## src/rtl/barrel_shift_pkg.sv

```systemverilog
// Shared types and helpers for the barrel shifter: operation codes, fill modes,
// and the bit reversal that maps left shifts/rotates onto the right-shift network.
package barrel_shift_pkg;

  localparam int MAX_N = 64;
  localparam int IDX_W = $clog2(MAX_N);

  typedef enum logic [2:0] {
    OP_LSR = 3'd0,
    OP_ASR = 3'd1,
    OP_LSL = 3'd2,
    OP_ROR = 3'd3,
    OP_ROL = 3'd4
  } shift_op_e;

  typedef enum logic [1:0] {
    FILL_ZERO = 2'd0,
    FILL_SIGN = 2'd1,
    FILL_WRAP = 2'd2
  } fill_e;

  function automatic fill_e fill_of(input logic [2:0] op);
    case (op)
      OP_ASR:  return FILL_SIGN;
      OP_ROR:  return FILL_WRAP;
      OP_ROL:  return FILL_WRAP;
      default: return FILL_ZERO;
    endcase
  endfunction

  function automatic logic is_reversed(input logic [2:0] op);
    return (op == OP_LSL) || (op == OP_ROL);
  endfunction

  function automatic logic is_shift(input logic [2:0] op);
    return op <= OP_ROL;
  endfunction

  // Reverses the low n bits of v; bits at and above n are returned as zero.
  function automatic logic [MAX_N-1:0] bit_reverse(input logic [MAX_N-1:0] v, input int n);
    logic [MAX_N-1:0] r;
    r = '0;
    for (int i = 0; i < MAX_N; i++) begin
      if (i < n) r[IDX_W'(i)] = v[IDX_W'(n - 1 - i)];
      else       r[IDX_W'(i)] = 1'b0;
    end
    return r;
  endfunction

endpackage

```

## src/rtl/barrel_shift_if.sv

```systemverilog
// Operand/result bundle of the barrel shifter; the driver holds the master side.
interface barrel_shift_if #(parameter int N = 8);
  logic [N-1:0]         data_in;
  logic [$clog2(N)-1:0] shift_num;
  logic [2:0]           op;
  logic [N-1:0]         data_out;

  modport master (output data_in, output shift_num, output op, input data_out);
  modport slave  (input data_in, input shift_num, input op, output data_out);
endinterface

```

## src/rtl/barrel_shift_stage.sv

```systemverilog
// One logarithmic right-shift stage: shifts by 2**K when sel_i is set, filling the
// vacated MSBs with zeros, copies of the sign bit, or the bits leaving the LSB end.
module barrel_shift_stage
  import barrel_shift_pkg::*;
#(
  parameter int N = 8,
  parameter int K = 0
) (
  input  logic [N-1:0] data_i,
  input  logic         sel_i,
  input  fill_e        fill_i,
  output logic [N-1:0] data_o
);
  localparam int SH = 2 ** K;

  logic [SH-1:0] fill_s;

  always_comb begin
    case (fill_i)
      FILL_SIGN: fill_s = {SH{data_i[N-1]}};
      FILL_WRAP: fill_s = data_i[SH-1:0];
      default:   fill_s = '0;
    endcase
  end

  always_comb begin
    if (sel_i) data_o = {fill_s, data_i[N-1:SH]};
    else       data_o = data_i;
  end
endmodule

```

## src/rtl/barrel_shift.sv

```systemverilog
// N-bit barrel shifter (LSR/ASR/LSL/ROR/ROL, pass-through for other ops) with a
// registered result. Define BARREL_SHIFT_PIPE_EN to register every mux stage.
module barrel_shift
  import barrel_shift_pkg::*;
#(
  parameter int N = 8
) (
  input  logic           clk,
  input  logic           rst,
  barrel_shift_if.slave  bs
);
  localparam int LOG2 = $clog2(N);

  if (N < 2 || N > MAX_N || (N & (N - 1)) != 0) begin : g_bad_n
    $error("barrel_shift: N must be a power of two in 2..%0d", MAX_N);
  end

  logic [N-1:0]                 entry_data_s;
  logic [LOG2-1:0]              entry_amt_s;
  logic [LOG2-1:0][N-1:0]       stg_in_s;
  logic [LOG2-1:0][N-1:0]       stg_out_s;
  logic [LOG2-1:0][2:0]         stg_op_s;
  logic [LOG2-1:0][LOG2-1:0]    stg_amt_s;
  logic [N-1:0]                 exit_data_s;
  logic [2:0]                   exit_op_s;
  logic [N-1:0]                 data_d;
  logic [N-1:0]                 data_q;
  logic                         unused_s;

  // Left shifts/rotates run reversed through the right-shift network; other ops shift by zero.
  always_comb begin
    if (is_shift(bs.op)) entry_amt_s = bs.shift_num;
    else                 entry_amt_s = '0;
    if (is_reversed(bs.op)) entry_data_s = N'(bit_reverse(MAX_N'(bs.data_in), N));
    else                    entry_data_s = bs.data_in;
  end

`ifdef BARREL_SHIFT_PIPE_EN
  logic [LOG2-1:0][N-1:0]    pipe_data_q;
  logic [LOG2-1:0][2:0]      pipe_op_q;
  logic [LOG2-1:0][LOG2-1:0] pipe_amt_q;
`endif

  for (genvar k = 0; k < LOG2; k++) begin : g_stage
    if (k == 0) begin : g_first
      assign stg_in_s[k]  = entry_data_s;
      assign stg_op_s[k]  = bs.op;
      assign stg_amt_s[k] = entry_amt_s;
    end else begin : g_next
`ifdef BARREL_SHIFT_PIPE_EN
      assign stg_in_s[k]  = pipe_data_q[k-1];
      assign stg_op_s[k]  = pipe_op_q[k-1];
      assign stg_amt_s[k] = pipe_amt_q[k-1];
`else
      assign stg_in_s[k]  = stg_out_s[k-1];
      assign stg_op_s[k]  = bs.op;
      assign stg_amt_s[k] = entry_amt_s;
`endif
    end

    barrel_shift_stage #(.N(N), .K(k)) u_stage (
      .data_i (stg_in_s[k]),
      .sel_i  (stg_amt_s[k][k]),
      .fill_i (fill_of(stg_op_s[k])),
      .data_o (stg_out_s[k])
    );

`ifdef BARREL_SHIFT_PIPE_EN
    // Pipeline register after stage k; op and amount travel with the data.
    always_ff @(posedge clk or posedge rst) begin
      if (rst) begin
        pipe_data_q[k] <= '0;
        pipe_op_q[k]   <= '0;
        pipe_amt_q[k]  <= '0;
      end else begin
        pipe_data_q[k] <= stg_out_s[k];
        pipe_op_q[k]   <= stg_op_s[k];
        pipe_amt_q[k]  <= stg_amt_s[k];
      end
    end
`endif
  end

`ifdef BARREL_SHIFT_PIPE_EN
  assign exit_data_s = pipe_data_q[LOG2-1];
  assign exit_op_s   = pipe_op_q[LOG2-1];
  assign unused_s    = ^{stg_amt_s, pipe_amt_q[LOG2-1]};
`else
  assign exit_data_s = stg_out_s[LOG2-1];
  assign exit_op_s   = bs.op;
  assign unused_s    = ^stg_amt_s;
`endif

  // Undo the operand reversal for left shifts/rotates.
  always_comb begin
    if (is_reversed(exit_op_s)) data_d = N'(bit_reverse(MAX_N'(exit_data_s), N));
    else                        data_d = exit_data_s;
  end

  // Output register.
  always_ff @(posedge clk or posedge rst) begin
    if (rst) data_q <= '0;
    else     data_q <= data_d;
  end

  assign bs.data_out = data_q;
endmodule

```

## src/flat_wrapper.sv

```systemverilog
// flat-port wrapper written by rule: the top's interface ports become plain ports
module barrel_shift_flat import barrel_shift_pkg::*;
#(
  parameter int N = 8
)
  (clk, rst, bs_data_in, bs_shift_num, bs_op, bs_data_out);
  barrel_shift_if #(.N(N)) bs_i ();
  input  logic clk;
  input  logic rst;
  input wire logic [$bits(bs_i.data_in)-1:0] bs_data_in;
  input wire logic [$bits(bs_i.shift_num)-1:0] bs_shift_num;
  input wire logic [$bits(bs_i.op)-1:0] bs_op;
  output wire logic [$bits(bs_i.data_out)-1:0] bs_data_out;
  assign bs_i.data_in = bs_data_in;
  assign bs_i.shift_num = bs_shift_num;
  assign bs_i.op = bs_op;
  assign bs_data_out = bs_i.data_out;
  barrel_shift #(.N(N)) u_core (.clk(clk), .rst(rst), .bs(bs_i));
endmodule
```

## config.mk

```make
export PLATFORM = sky130hd
export DESIGN_NAME = barrel_shift_flat
export DESIGN_NICKNAME = d
export VERILOG_FILES = /design/src/rtl/barrel_shift_pkg.sv /design/src/rtl/barrel_shift_if.sv /design/src/rtl/barrel_shift_stage.sv /design/src/rtl/barrel_shift.sv /design/src/flat_wrapper.sv
export SDC_FILE = /design/constraint.sdc
export NUM_CORES = 1
export LEC_CHECK = 0
export CAP_MARGIN = 0
export CORE_MARGIN = 4
export CORE_UTILIZATION = 50
export DETAILED_ROUTE_END_ITERATION = 6
export PLACE_DENSITY = 0.79
export SETUP_SLACK_MARGIN = 0.05
export SLEW_MARGIN = 20
export SYNTH_ARGS = -nofsm -noshare
export SYNTH_HDL_FRONTEND = slang
export SYNTH_SLANG_ARGS = --single-unit
```

## constraint.sdc

```tcl
create_clock -name clk -period 1.1 [get_ports clk]
set_clock_uncertainty 0.15 [all_clocks]
set_input_delay 0.11 -clock clk [delete_from_list [all_inputs] [get_ports clk]]
set_output_delay 0.11 -clock clk [all_outputs]
set_load 0.02 [all_outputs]
```

==> metrics, run 1 <==
result of the run aborted with a tool error; stage at which the run stopped global routing; first error in the log [ERROR DPL-0038] Utilization greater than 100%, impossible to legalize; std cell rows 16; starting utilization of the core area 0.547; largest cells by area after synthesis sky130_fd_sc_hd__dfrtp_1, sky130_fd_sc_hd__nand3_1, sky130_fd_sc_hd__o21ai_0; synthesized-area fraction occupied by ao, oa, aoi and oai cells 0.306; count of boundary I/O pins 24; pin count of the biggest net entering global routing 13; Worst endpoint type register data pin; Synth warnings 0; area share of the largest cell type after synthesis 0.179; cell type with the highest aggregate area in the netlist sky130_fd_sc_hd__dfrtp_1; multiplexer area fraction after synthesis 0.110; vertical die dimension 55.3 um; root buf cell sky130_fd_sc_hd__clkbuf_4; Synth Area in Adders 0.0224; average cell area after synthesis 7.87 sq um; Num Clock Sinks 8; Detail Placement HPWL 3140 um; number of port buffers 23; combinational family with the most area after synthesis compound AO/OA/AOI/OAI gates; syn nets 160; predominant post-synthesis flop cell sky130_fd_sc_hd__dfrtp_1; Cell variety after synth 48; worst-slack endpoint at the end of global-route timing repair u_core.bs.data_out[0]$_DFF_PP0_/D; routability congestion estimate 0.928; simple-gate share of the synthesized area 0.284; Synth async-reset ratio 1.00; number of synthesized register bits 8; part of the Yosys area used for sequential elements 0.179; count of flip-flops with a built-in enable after synthesis 0; worst-case setup slack after placement -1580 ps; x dimension of the die 55.3 um; synthesized instance count 142; number of buffers inserted during clock tree synthesis 3; maximum clock path buffer count 2; xor and xnor fraction of the mapped netlist area 0.0392; Netlist Area Pre-Place 1120 sq um; CTS H-Tree Depth 1
## cell families after synthesis
logic type      after synthesis
compound gates               46
xor+xnor                      2
fa+ha+maj                     2
buf+inv                      15
flops                         8
mux                          10
simple gates                 59
## synthesized netlist by cell type (all sizes together) (4+ instances only)
library cell / instances
a21oi: 7
mux2i: 4
mux2: 5
nor4: 4
nor2: 12
dfrtp: 8
and2: 4
o21ai: 12
nand2: 12
clkbuf: 7
inv: 5
and3: 4
nand3: 10
nand2b: 4
## through the flow
| step | cells | instance area [sq um] |
|---|---|---|
| 2_1_floorplan | 142 | 1220 |
| 3_3_place_gp | 226 | 1730 |
| 3_5_place_dp | 226 | 1730 |
| 4_1_cts | 238 | 1930 |
## repair_timing
| action | CTS |
|---|---|
| pin swaps | 22 |
| endpoints found under the setup margin | 16 |
| gates resized for setup | 88 |
| setup buffers | 9 |
| endpoints found under the hold margin | 8 |
| gates cloned | 1 |
==> run 2, diff against run 1 <==
Settings changed: CORE_AREA set to 4 4 65 67, CORE_MARGIN 4 to unset, CORE_UTILIZATION 50 to unset, DIE_AREA set to 0 0 69 71, PLACE_DENSITY 0.79 to unset, PLACE_DENSITY_LB_ADDON set to 0.15, SETUP_SLACK_MARGIN 0.05 to unset.
==> run 2 against run 1 <==
Effect of this change: the flow now finishes, with violations (setup timing); synthesized area unchanged; synthesized cell count unchanged.
==> metrics, run 2 <==
initial antenna violation count 0; starting DRC count in detailed routing 43; Total Wirelength 3820 um; routability congestion estimate 0.843 (-9.1%); Final setup viols 8; number of global-route vias before repair 1,486; layout cells sized above 1 0.509; power density over the cells 836 nW/um^2; final number of max-transition violations 0; Die Outline Area 4900 sq um; Overflow after GRT 0; type of the worst setup path input pin to register; violations in the final reports setup timing; average cell area after synthesis 7.87 sq um (unchanged); number of nets in the layout 236; worst path required time 1050 ps; CTS H-Tree Depth 1 (unchanged); number of flip-flops under the largest register name 8; Synth warnings 0 (unchanged); Num Clock Sinks 8 (unchanged); final hold viol count 0; synthesized instance count 142 (unchanged); commonest non-fill, non-tap cell in the layout sky130_fd_sc_hd__buf_4; commonest non-fill, non-tap cells in the layout sky130_fd_sc_hd__buf_4, sky130_fd_sc_hd__nand2_1, sky130_fd_sc_hd__nand3_1, sky130_fd_sc_hd__clkdlybuf4s50_1, sky130_fd_sc_hd__dfrtp_1; highest clock frequency the design can meet 501 MHz; class of the worst hold path input pin to register; Detail Placement HPWL 2830 um (-9.7%); number of antenna-violating nets in the routed design 0; part of the Yosys area used for sequential elements 0.179 (unchanged); data arrival time of the worst path 1950 ps; result of the run complete, but fails checks; CTS tree done; total core area 3630 sq um; number of port buffers 23 (unchanged); ranking of synthesized cells by instance count sky130_fd_sc_hd__nand2_1, sky130_fd_sc_hd__nor2_1, sky130_fd_sc_hd__nand3_1, sky130_fd_sc_hd__o21ai_0, sky130_fd_sc_hd__dfrtp_1; setup repair after global routing missed its margin true; global-route wire length before repair 6390 um; number of iterations in the first detailed-routing pass 4; area share of the largest cell type after synthesis 0.179 (unchanged); root buf cell sky130_fd_sc_hd__clkbuf_8; Cell variety after synth 48 (unchanged); most frequently used cell type in the post-synthesis netlist sky130_fd_sc_hd__nand2_1; area grow syn2layout 84.7%; time the worst path needs with I/O delays and setup 2000 ps; largest fanout of any net on the critical path 5; total negative slack -6970 ps; relative slew slack 0.668; Synth async-reset ratio 1.00 (unchanged); std cell rows 22 (+6); count of vias placed by the detailed router 1,438; predominant post-synthesis flop cell sky130_fd_sc_hd__dfrtp_1; post-CTS clock slew at the launch and capture registers of the worst setup and hold paths 40 ps; critical path launch point type input pin; Leak Pwr 0.000874 uW; worst-case setup slack after placement -1540 ps (+36.6 ps); maximum clock path buffer count 2 (unchanged); number of antenna diodes 0; pin count of the biggest net entering global routing 10; post-route DRC violation count 0; total routing resource utilization after global routing 0.155; count of flip-flops with a built-in enable after synthesis 0 (unchanged); final worst setup slack -897 ps; starting utilization of the core area 0.308 (-0.240); worst-margin pin slew 498 ps; WHS 201 ps; x dimension of the die 69 um (+25%); syn nets 160 (unchanged); Crit. End Element register; Tot Pwr 1730 uW; vertical die dimension 71 um (+28%); Netlist Area Pre-Place 1120 sq um (unchanged); largest cells by area after synthesis sky130_fd_sc_hd__dfrtp_1, sky130_fd_sc_hd__nand3_1, sky130_fd_sc_hd__o21ai_0; routed wire length per instance 14.5 um; number of buffers inserted during clock tree synthesis 3 (unchanged); cell type with the highest aggregate area in the netlist sky130_fd_sc_hd__dfrtp_1; IR drop worst, VDD 0.243 mV; count of max-cap constraint violations 0; number of synthesized register bits 8 (unchanged); count of boundary I/O pins 24 (unchanged); post-route fraction of the period consumed by the critical path 1.82; detailed-route vias per instance 5.45
==> run 2: cell type report <==
type | count | area [sq um]
Timing Repair Buffer | 81 | 718
Tap cell | 48 | 60.1
Inverter | 5 | 22.5
Sequential cell | 8 | 200
Fill cell | 357 | 1570
Clock buffer | 3 | 41.3
Multi-Input combinational cell | 119 | 1020
==> run 2: timing repair <==
action | in CTS | in global routing
endpoints found under the hold margin | 8 | 0
endpoints found under the setup margin | 16 | 20
hold buffers | 1 | 0
resized for setup | 59 | 19
buffers inserted | 15 | 1
pin swaps | 9 | 12
cloned | 1 | 0
==> run 2: critical path: stages <==
cell	delay, ps
sky130_fd_sc_hd__buf_8	110
sky130_fd_sc_hd__buf_12	130
sky130_fd_sc_hd__xnor2_4	140
sky130_fd_sc_hd__nor2_4	120
sky130_fd_sc_hd__mux4_2	550
sky130_fd_sc_hd__mux2i_2	200
sky130_fd_sc_hd__nor2_1	80
sky130_fd_sc_hd__o31a_1	250
sky130_fd_sc_hd__mux2_4	260
==> run 2: report_power, final <==
| part | leakage (uW) | internal, uW | total (uW) | switching (uW) |
|---|---|---|---|---|
| logic | 0.000756 | 532 | 1030 | 498 |
| clock network | 0.0000216 | 236 | 336 | 101 |
| registers | 0.0000963 | 349 | 359 | 10.8 |
| total | 0.000874 | 1120 | 1730 | 610 |
==> run 2: per-layer routing <==
metal / wire, um / global-route usage
met1: 1450 / 0.163
met2: 2100 / 0.293
met3: 150 / 0.0256
met4: 120 / 0.0824
met5: 0 / 0
==> run 2: path summary, 6_finish.rpt <==
check / start / endpoint / slack, ps / cells after the start
min: bs_op[0] / u_core.bs.data_out[1] / 200 / 3
max in group asynchronous: rst / u_core.bs.data_out[3] / 100 / 3
min in group asynchronous: rst / u_core.bs.data_out[6] / 560 / 3
max: bs_op[2] / u_core.bs.data_out[0] / -900 / 9
==> run 2: cell families after synthesis <==
| group | synth area share |
|---|---|
| AO/OA/AOI/OAI | 0.306 |
| XOR/XNOR | 0.0392 |
| adder cells (fa/ha/maj) | 0.0224 |
| buffers and inverters | 0.0594 |
| flip-flops | 0.179 |
| multiplexers | 0.110 |
| AND/OR/NAND/NOR | 0.284 |
==> run 2: per-stage QoR <==
step | utilization | instance area [sq um] | cells
finish | 0.568 | 2060 | 264
global route | 0.568 | 2060 | 264
CTS | 0.560 | 2030 | 265
detailed placement | 0.480 | 1740 | 245
global placement | 0.480 | 1740 | 245
floorplan | - | 1220 | 142
No activity file was read; power rests on OpenSTA's default activity.
==> run 3, diff against run 2 <==
Settings changed: CTS_CLUSTER_SIZE set to 16.
==> results of run 3 <==
The final DEF is identical to that of run 2; final timing and power are the same.
